===== config.mk =====
export PLATFORM = sky130hd
export DESIGN_NAME = lcd_16x2_text_driver
export DESIGN_NICKNAME = d
export VERILOG_FILES = /design/src/rtl/lcd_16x2_text_driver.sv
export SDC_FILE = /design/constraint.sdc
export NUM_CORES = 1
export LEC_CHECK = 0
export ABC_AREA = 1
export BUFFER_PORTS_ARGS = -buffer_cell sky130_fd_sc_hd__buf_2
export CAP_MARGIN = 30
export CORE_MARGIN = 2
export CORE_UTILIZATION = 60
export CTS_CLUSTER_DIAMETER = 40
export DETAILED_ROUTE_END_ITERATION = 10
export PLACE_DENSITY = 0.81
export SYNTH_ARGS = -nofsm -noshare
export SYNTH_HDL_FRONTEND = slang
export SYNTH_SLANG_ARGS = --single-unit
export TNS_END_PERCENT = 5

===== constraint.sdc =====
create_clock -name clk -period 2.5 [get_ports clk]
set_clock_uncertainty 0.1 [all_clocks]
set_input_delay 0.125 -clock clk [delete_from_list [all_inputs] [get_ports clk]]
set_output_delay 0.125 -clock clk [all_outputs]
set_load 0.005 [all_outputs]

===== src/rtl/lcd_16x2_text_driver.sv =====
// HD44780 16x2 text driver: power-up init, then scans char_xy over 32 cells and writes each char_code byte.
// Latency: POWERUP_CYC then 4 init bytes; each byte = 1 issue + SETUP_CYC + E_PULSE_CYC + hold cycles.
// Backpressure: refresh while busy is held pending; `define LCD_AUTO_REFRESH_EN redraws continuously.
module lcd_16x2_text_driver #(
   parameter int POWERUP_CYC    = 2_000_000,
   parameter int E_PULSE_CYC    = 50,
   parameter int SETUP_CYC      = 10,
   parameter int CMD_WAIT_CYC   = 5_000,
   parameter int CLEAR_WAIT_CYC = 200_000
) (
   input  logic       clk,
   input  logic       rst_n,
   input  logic       refresh,
   output logic [7:0] char_xy,
   input  logic [6:0] char_code,
   output logic       lcd_rs,
   output logic       lcd_rw,
   output logic       lcd_e,
   output logic [7:0] lcd_data,
   output logic       busy,
   output logic       frame_done
);

   localparam int MAX_A   = (POWERUP_CYC > CLEAR_WAIT_CYC) ? POWERUP_CYC : CLEAR_WAIT_CYC;
   localparam int MAX_B   = (CMD_WAIT_CYC > E_PULSE_CYC) ? CMD_WAIT_CYC : E_PULSE_CYC;
   localparam int MAX_C   = (MAX_B > SETUP_CYC) ? MAX_B : SETUP_CYC;
   localparam int MAX_CYC = (MAX_A > MAX_C) ? MAX_A : MAX_C;
   localparam int TW      = (MAX_CYC > 1) ? $clog2(MAX_CYC) : 1;

   typedef logic [TW-1:0] tmr_t;

   localparam tmr_t PWR_LAST   = tmr_t'(POWERUP_CYC - 1);
   localparam tmr_t SETUP_LAST = tmr_t'(SETUP_CYC - 1);
   localparam tmr_t PULSE_LAST = tmr_t'(E_PULSE_CYC - 1);
   localparam tmr_t CMD_LAST   = tmr_t'(CMD_WAIT_CYC - 1);
   localparam tmr_t CLR_LAST   = tmr_t'(CLEAR_WAIT_CYC - 1);

   typedef enum logic [2:0] {
      S_PWR_WAIT, S_INIT, S_ADDR0, S_ROW0, S_ADDR1, S_ROW1, S_DONE, S_IDLE
   } state_t;

   typedef enum logic [1:0] {
      W_IDLE, W_SETUP, W_PULSE, W_HOLD
   } wstate_t;

   state_t     state, state_nxt;
   wstate_t    wstate, wstate_nxt;
   tmr_t       timer, timer_nxt, timer_inc, hold_last;
   logic [1:0] init_idx, init_idx_nxt;
   logic       pending, pending_nxt;
   logic [7:0] char_xy_nxt, lcd_data_nxt, byte_val;
   logic       lcd_rs_nxt, lcd_e_nxt, busy_nxt, frame_done_nxt;
   logic       byte_rs, byte_done;

   assign lcd_rw = 1'b0;

`ifdef LCD_AUTO_REFRESH_EN
   logic unused_refresh;
   assign unused_refresh = refresh | pending;
`endif

   always_ff @(posedge clk or negedge rst_n) begin
      if (!rst_n) begin
         state      <= S_PWR_WAIT;
         wstate     <= W_IDLE;
         timer      <= '0;
         init_idx   <= 2'd0;
         pending    <= 1'b0;
         char_xy    <= 8'h00;
         lcd_rs     <= 1'b0;
         lcd_data   <= 8'h00;
         lcd_e      <= 1'b0;
         busy       <= 1'b1;
         frame_done <= 1'b0;
      end else begin
         state      <= state_nxt;
         wstate     <= wstate_nxt;
         timer      <= timer_nxt;
         init_idx   <= init_idx_nxt;
         pending    <= pending_nxt;
         char_xy    <= char_xy_nxt;
         lcd_rs     <= lcd_rs_nxt;
         lcd_data   <= lcd_data_nxt;
         lcd_e      <= lcd_e_nxt;
         busy       <= busy_nxt;
         frame_done <= frame_done_nxt;
      end
   end

   always_comb begin
      state_nxt    = state;
      wstate_nxt   = wstate;
      timer_nxt    = timer;
      init_idx_nxt = init_idx;
      pending_nxt  = pending;
      char_xy_nxt  = char_xy;
      lcd_rs_nxt   = lcd_rs;
      lcd_data_nxt = lcd_data;
      byte_done    = 1'b0;
      byte_rs      = 1'b0;
      byte_val     = 8'h00;
      timer_inc    = (timer == '1) ? timer : timer + tmr_t'(1);
      hold_last    = (!lcd_rs && lcd_data == 8'h01) ? CLR_LAST : CMD_LAST;

      case (state)
         S_INIT: begin
            case (init_idx)
               2'd0:    byte_val = 8'h38;
               2'd1:    byte_val = 8'h0C;
               2'd2:    byte_val = 8'h01;
               default: byte_val = 8'h06;
            endcase
         end
         S_ADDR0: byte_val = 8'h80;
         S_ADDR1: byte_val = 8'hC0;
         S_ROW0, S_ROW1: begin
            byte_rs  = 1'b1;
            byte_val = {1'b0, char_code};
         end
         default: ;
      endcase

`ifndef LCD_AUTO_REFRESH_EN
      // Any request not taken directly from IDLE collapses into one pending redraw.
      if (refresh && state != S_IDLE)
         pending_nxt = 1'b1;
`endif

      case (state)
         S_PWR_WAIT: begin
            if (timer == PWR_LAST) begin
               state_nxt = S_INIT;
               timer_nxt = '0;
            end else begin
               timer_nxt = timer_inc;
            end
         end
         S_IDLE: begin
`ifndef LCD_AUTO_REFRESH_EN
            if (refresh)
               state_nxt = S_ADDR0;
`endif
         end
         S_DONE: begin
`ifdef LCD_AUTO_REFRESH_EN
            state_nxt = S_ADDR0;
`else
            if (pending || refresh) begin
               state_nxt   = S_ADDR0;
               pending_nxt = 1'b0;
            end else begin
               state_nxt = S_IDLE;
            end
`endif
         end
         default: begin
            case (wstate)
               W_IDLE: begin
                  wstate_nxt   = W_SETUP;
                  timer_nxt    = '0;
                  lcd_rs_nxt   = byte_rs;
                  lcd_data_nxt = byte_val;
               end
               W_SETUP: begin
                  if (timer == SETUP_LAST) begin
                     wstate_nxt = W_PULSE;
                     timer_nxt  = '0;
                  end else begin
                     timer_nxt = timer_inc;
                  end
               end
               W_PULSE: begin
                  if (timer == PULSE_LAST) begin
                     wstate_nxt = W_HOLD;
                     timer_nxt  = '0;
                  end else begin
                     timer_nxt = timer_inc;
                  end
               end
               default: begin
                  if (timer == hold_last) begin
                     wstate_nxt = W_IDLE;
                     timer_nxt  = '0;
                     byte_done  = 1'b1;
                  end else begin
                     timer_nxt = timer_inc;
                  end
               end
            endcase

            // char_xy advances at the end of a byte so char_code settles during the issue cycle.
            if (byte_done) begin
               case (state)
                  S_INIT: begin
                     if (init_idx == 2'd3) begin
                        state_nxt    = S_ADDR0;
                        init_idx_nxt = 2'd0;
                        pending_nxt  = 1'b0;
                     end else begin
                        init_idx_nxt = init_idx + 2'd1;
                     end
                  end
                  S_ADDR0: begin
                     state_nxt   = S_ROW0;
                     char_xy_nxt = 8'h00;
                  end
                  S_ROW0: begin
                     if (char_xy[3:0] == 4'hF)
                        state_nxt = S_ADDR1;
                     else
                        char_xy_nxt = char_xy + 8'd1;
                  end
                  S_ADDR1: begin
                     state_nxt   = S_ROW1;
                     char_xy_nxt = 8'h10;
                  end
                  S_ROW1: begin
                     if (char_xy[3:0] == 4'hF)
                        state_nxt = S_DONE;
                     else
                        char_xy_nxt = char_xy + 8'd1;
                  end
                  default: ;
               endcase
            end
         end
      endcase

      lcd_e_nxt      = (wstate_nxt == W_PULSE);
      busy_nxt       = (state_nxt != S_IDLE);
      frame_done_nxt = (state_nxt == S_DONE);
   end

endmodule


==> out/qor.yml <==
syn_nets: 457
critPathLaunchType: "register"
clock_tree.root_cell: "clkbuf_8"
relSlewSlack: 0.596
rsz0062_at_grt: "no"
cts_buffers: 5
vdd_drop_max_mv: 0.411
drtAntennaViolNets: 0
grt_pass1_wl_mm: 13.1
place_hpwl_mm: 5.93
gr-total-overflow: 0
slew_violations: 0
synth_edf_count: 0
power_mw: 1.91
place.port_buffers: 29
regArea_mm2: 0.00123
final_area_mm2: 0.00364
avgSynthCellArea_um2: 7.31
synthesis.area_mm2: 0.00321
hp-class: "in2reg"
die_h_um: 77.1
crit_path_top_delay_cell: "dfrtp_1"
synth_top_area_share: 0.374
cp_cell_sequence: "ha_1, nand2_2, nor2_4, nand2_1, nor2_2, nand2_2, nor2_4, nand3_4, nand2_2, inv_2, nand4_1, xor2_1, nor2_2"
cp.arrival_ns: 2.29
core_area_mm2: 0.00514
syn_inst: 439
max-cap-violations: 0
drc: 0
ioPinCount: 31
first_pass_iters: 5
ys_seq_area_frac: 0.382
viasPerCell: 5.49
p_leak_nw: 1.80
ys.flop_type: "dfrtp_1"
cp_max_fo: 6
final_cell_mix: "nand2_1 (86), nor2_1 (65), inv_1 (59)"
cts.path.max_buffers: 2
yosys-top-cells-area: "dfrtp_1 (37%), nand2_1 (10%), nor2_1 (7.6%)"
fin_setup_tns_ns: 0
clkTransAtPathRegs_ns: 0.09
fin_hold_ws_ns: 0.0413
drt-initial-drc-count: 279
antenna_found_initial: 0
async_flop_share: 1.00
cts_sinks: 49
h-tree-depth: 2
critical_path_class: "reg2reg"
die-area_mm2: 0.00595
vias: 3028
tritoncts: "done"
fillers: 448
outcome: "complete, no violations"
drive_gt1_frac: 0.174
crit_top_cell: "nand2_2"
yosys_warnings: 0
rows: 26
setup_viol: 0
worstSetupEndpointType: "register"
worst_pin_slew_ns: 0.602
cp_top_family: "simple AND/OR/NAND/NOR gates"
power.density_mw_per_mm2: 525
nets: 499
cts_resized: 0
gr-usage-all-layers: 0.276
grt_pass1_vias: 2804
yosys.area.top_type: "dfrtp_1"
wl_mm: 7.77
hold_violations: 0
max_stage_delay_ns: 0.43
utilization: 0.708
fmax_ghz: 0.453
insertion_delay_ns: 0.30
gp_congestion: 0.986
routedWlPerCell_um: 14.1
die_x_um: 77.1
antennaDiodeCount: 0
grt_max_degree: 28
ys_seq_elements: 49
dpl_cell_area_mm2: 0.00343
layout_commonest_cell: "nand2_1"
regToRegSetupSlack_ns: 0.29
cp_num_buf_inv: 1
period_share: 0.884
cp_data_required_time_ns: 2.58
fin_crit_ns: 2.21
initial_core_util: 0.624
area_growth_pct: 13.5
synthDistinctLibCells: 40
multiInputGateArea_mm2: 0.00169
## timing repair
item                                   4_1_cts  5_1_grt
endpoints found under the hold margin       29        0
setup buffers                                0        0
setup endpoints to repair                    0        0
hold buffers                                 8        0
## cells in the mapped netlist (2+ instances only)
library cell / n
nor3_1: 12
nor2_2: 11
a22oi_1: 2
clkbuf_1: 2
a31oi_1: 3
buf_2: 2
a21oi_1: 13
nor4_1: 5
nor2_1: 65
inv_1: 59
xor2_1: 13
nand3_1: 35
nand4_1: 10
nor2_4: 4
ha_1: 8
nand3_4: 2
a2bb2oi_1: 5
inv_2: 6
nand2_1: 86
nand2_2: 13
buf_4: 2
dfrtp_1: 48
o21ai_0: 16
## layer usage
layer	GRT usage	up-vias	wire [um]	part of all wire
met5	0	-	0	0
met4	0.0571	0	74	0.0095
met3	0.0482	14	542	0.070
met2	0.431	111	3560	0.46
met1	0.403	1416	3580	0.46
li1	-	1487	-	-
## power by group
| part | internal [mW] | total, mW | leakage, nW | switching, mW |
|---|---|---|---|---|
| Clock | 0.398 | 0.666 | 0.0681 | 0.269 |
| Sequential | 0.862 | 0.956 | 0.640 | 0.0939 |
| Combinational | 0.123 | 0.288 | 1.09 | 0.165 |
## sequential cells by signal, summed over array words and instances (netlist names), 2 cells and up
name	flops
char_xy	8
wstate	2
state	3
lcd_data	8
timer	21
init_idx	2
## worst register-to-register path: stages (launching register included)
cell and delay [ns]:
dfrtp_1 0.43, ha_1 0.23, nand2_2 0.09, nor2_4 0.14
nand2_1 0.10, nor2_2 0.15, nand2_2 0.08, nor2_4 0.13
nand3_4 0.13, nand2_2 0.12, inv_2 0.06, nand4_1 0.09
xor2_1 0.19, nor2_2 0.05
## final timing paths
kind | from | to | cells after the start
max | timer[0] | timer[19] | 13
min | char_code[3] | lcd_data[3] | 3
max reg2reg | timer[0] | timer[19] | 13
min reg2reg | lcd_data[7] | lcd_data[7] | 2
max in group asynchronous | rst_n | busy | 3
min in group asynchronous | rst_n | timer[16] | 2
## cell families (layout without fill, tap and decap cells)
logic type	count (synthesis)	in the layout	synth area share
fa+ha+maj	8	8	0.0312
flops	49	49	0.382
xor+xnor	14	14	0.0382
buf+inv	72	115	0.0924
simple gates	250	250	0.370
compound gates	45	45	0.0846
other cells	1	1	0.00117
## cell type report
cell class / count / area share
clock inverters: 3 / 0.0179
clock buffers: 5 / 0.0189
well taps: 70 / 0.0241
repair buffers: 42 / 0.0722
multi-input cells: 318 / 0.463
inverters: 65 / 0.0670
flip-flops and latches: 49 / 0.337
## per-stage QoR
step | setup slack [ns] | instances
final | 0.290 | 552
after global routing | 0.0583 | 552
after CTS | 0.294 | 552
after detailed placement | 0.317 | 536
after global placement | 0.333 | 536
after floorplan | 0.588 | 439
No activity file was read; power rests on OpenSTA's default activity.
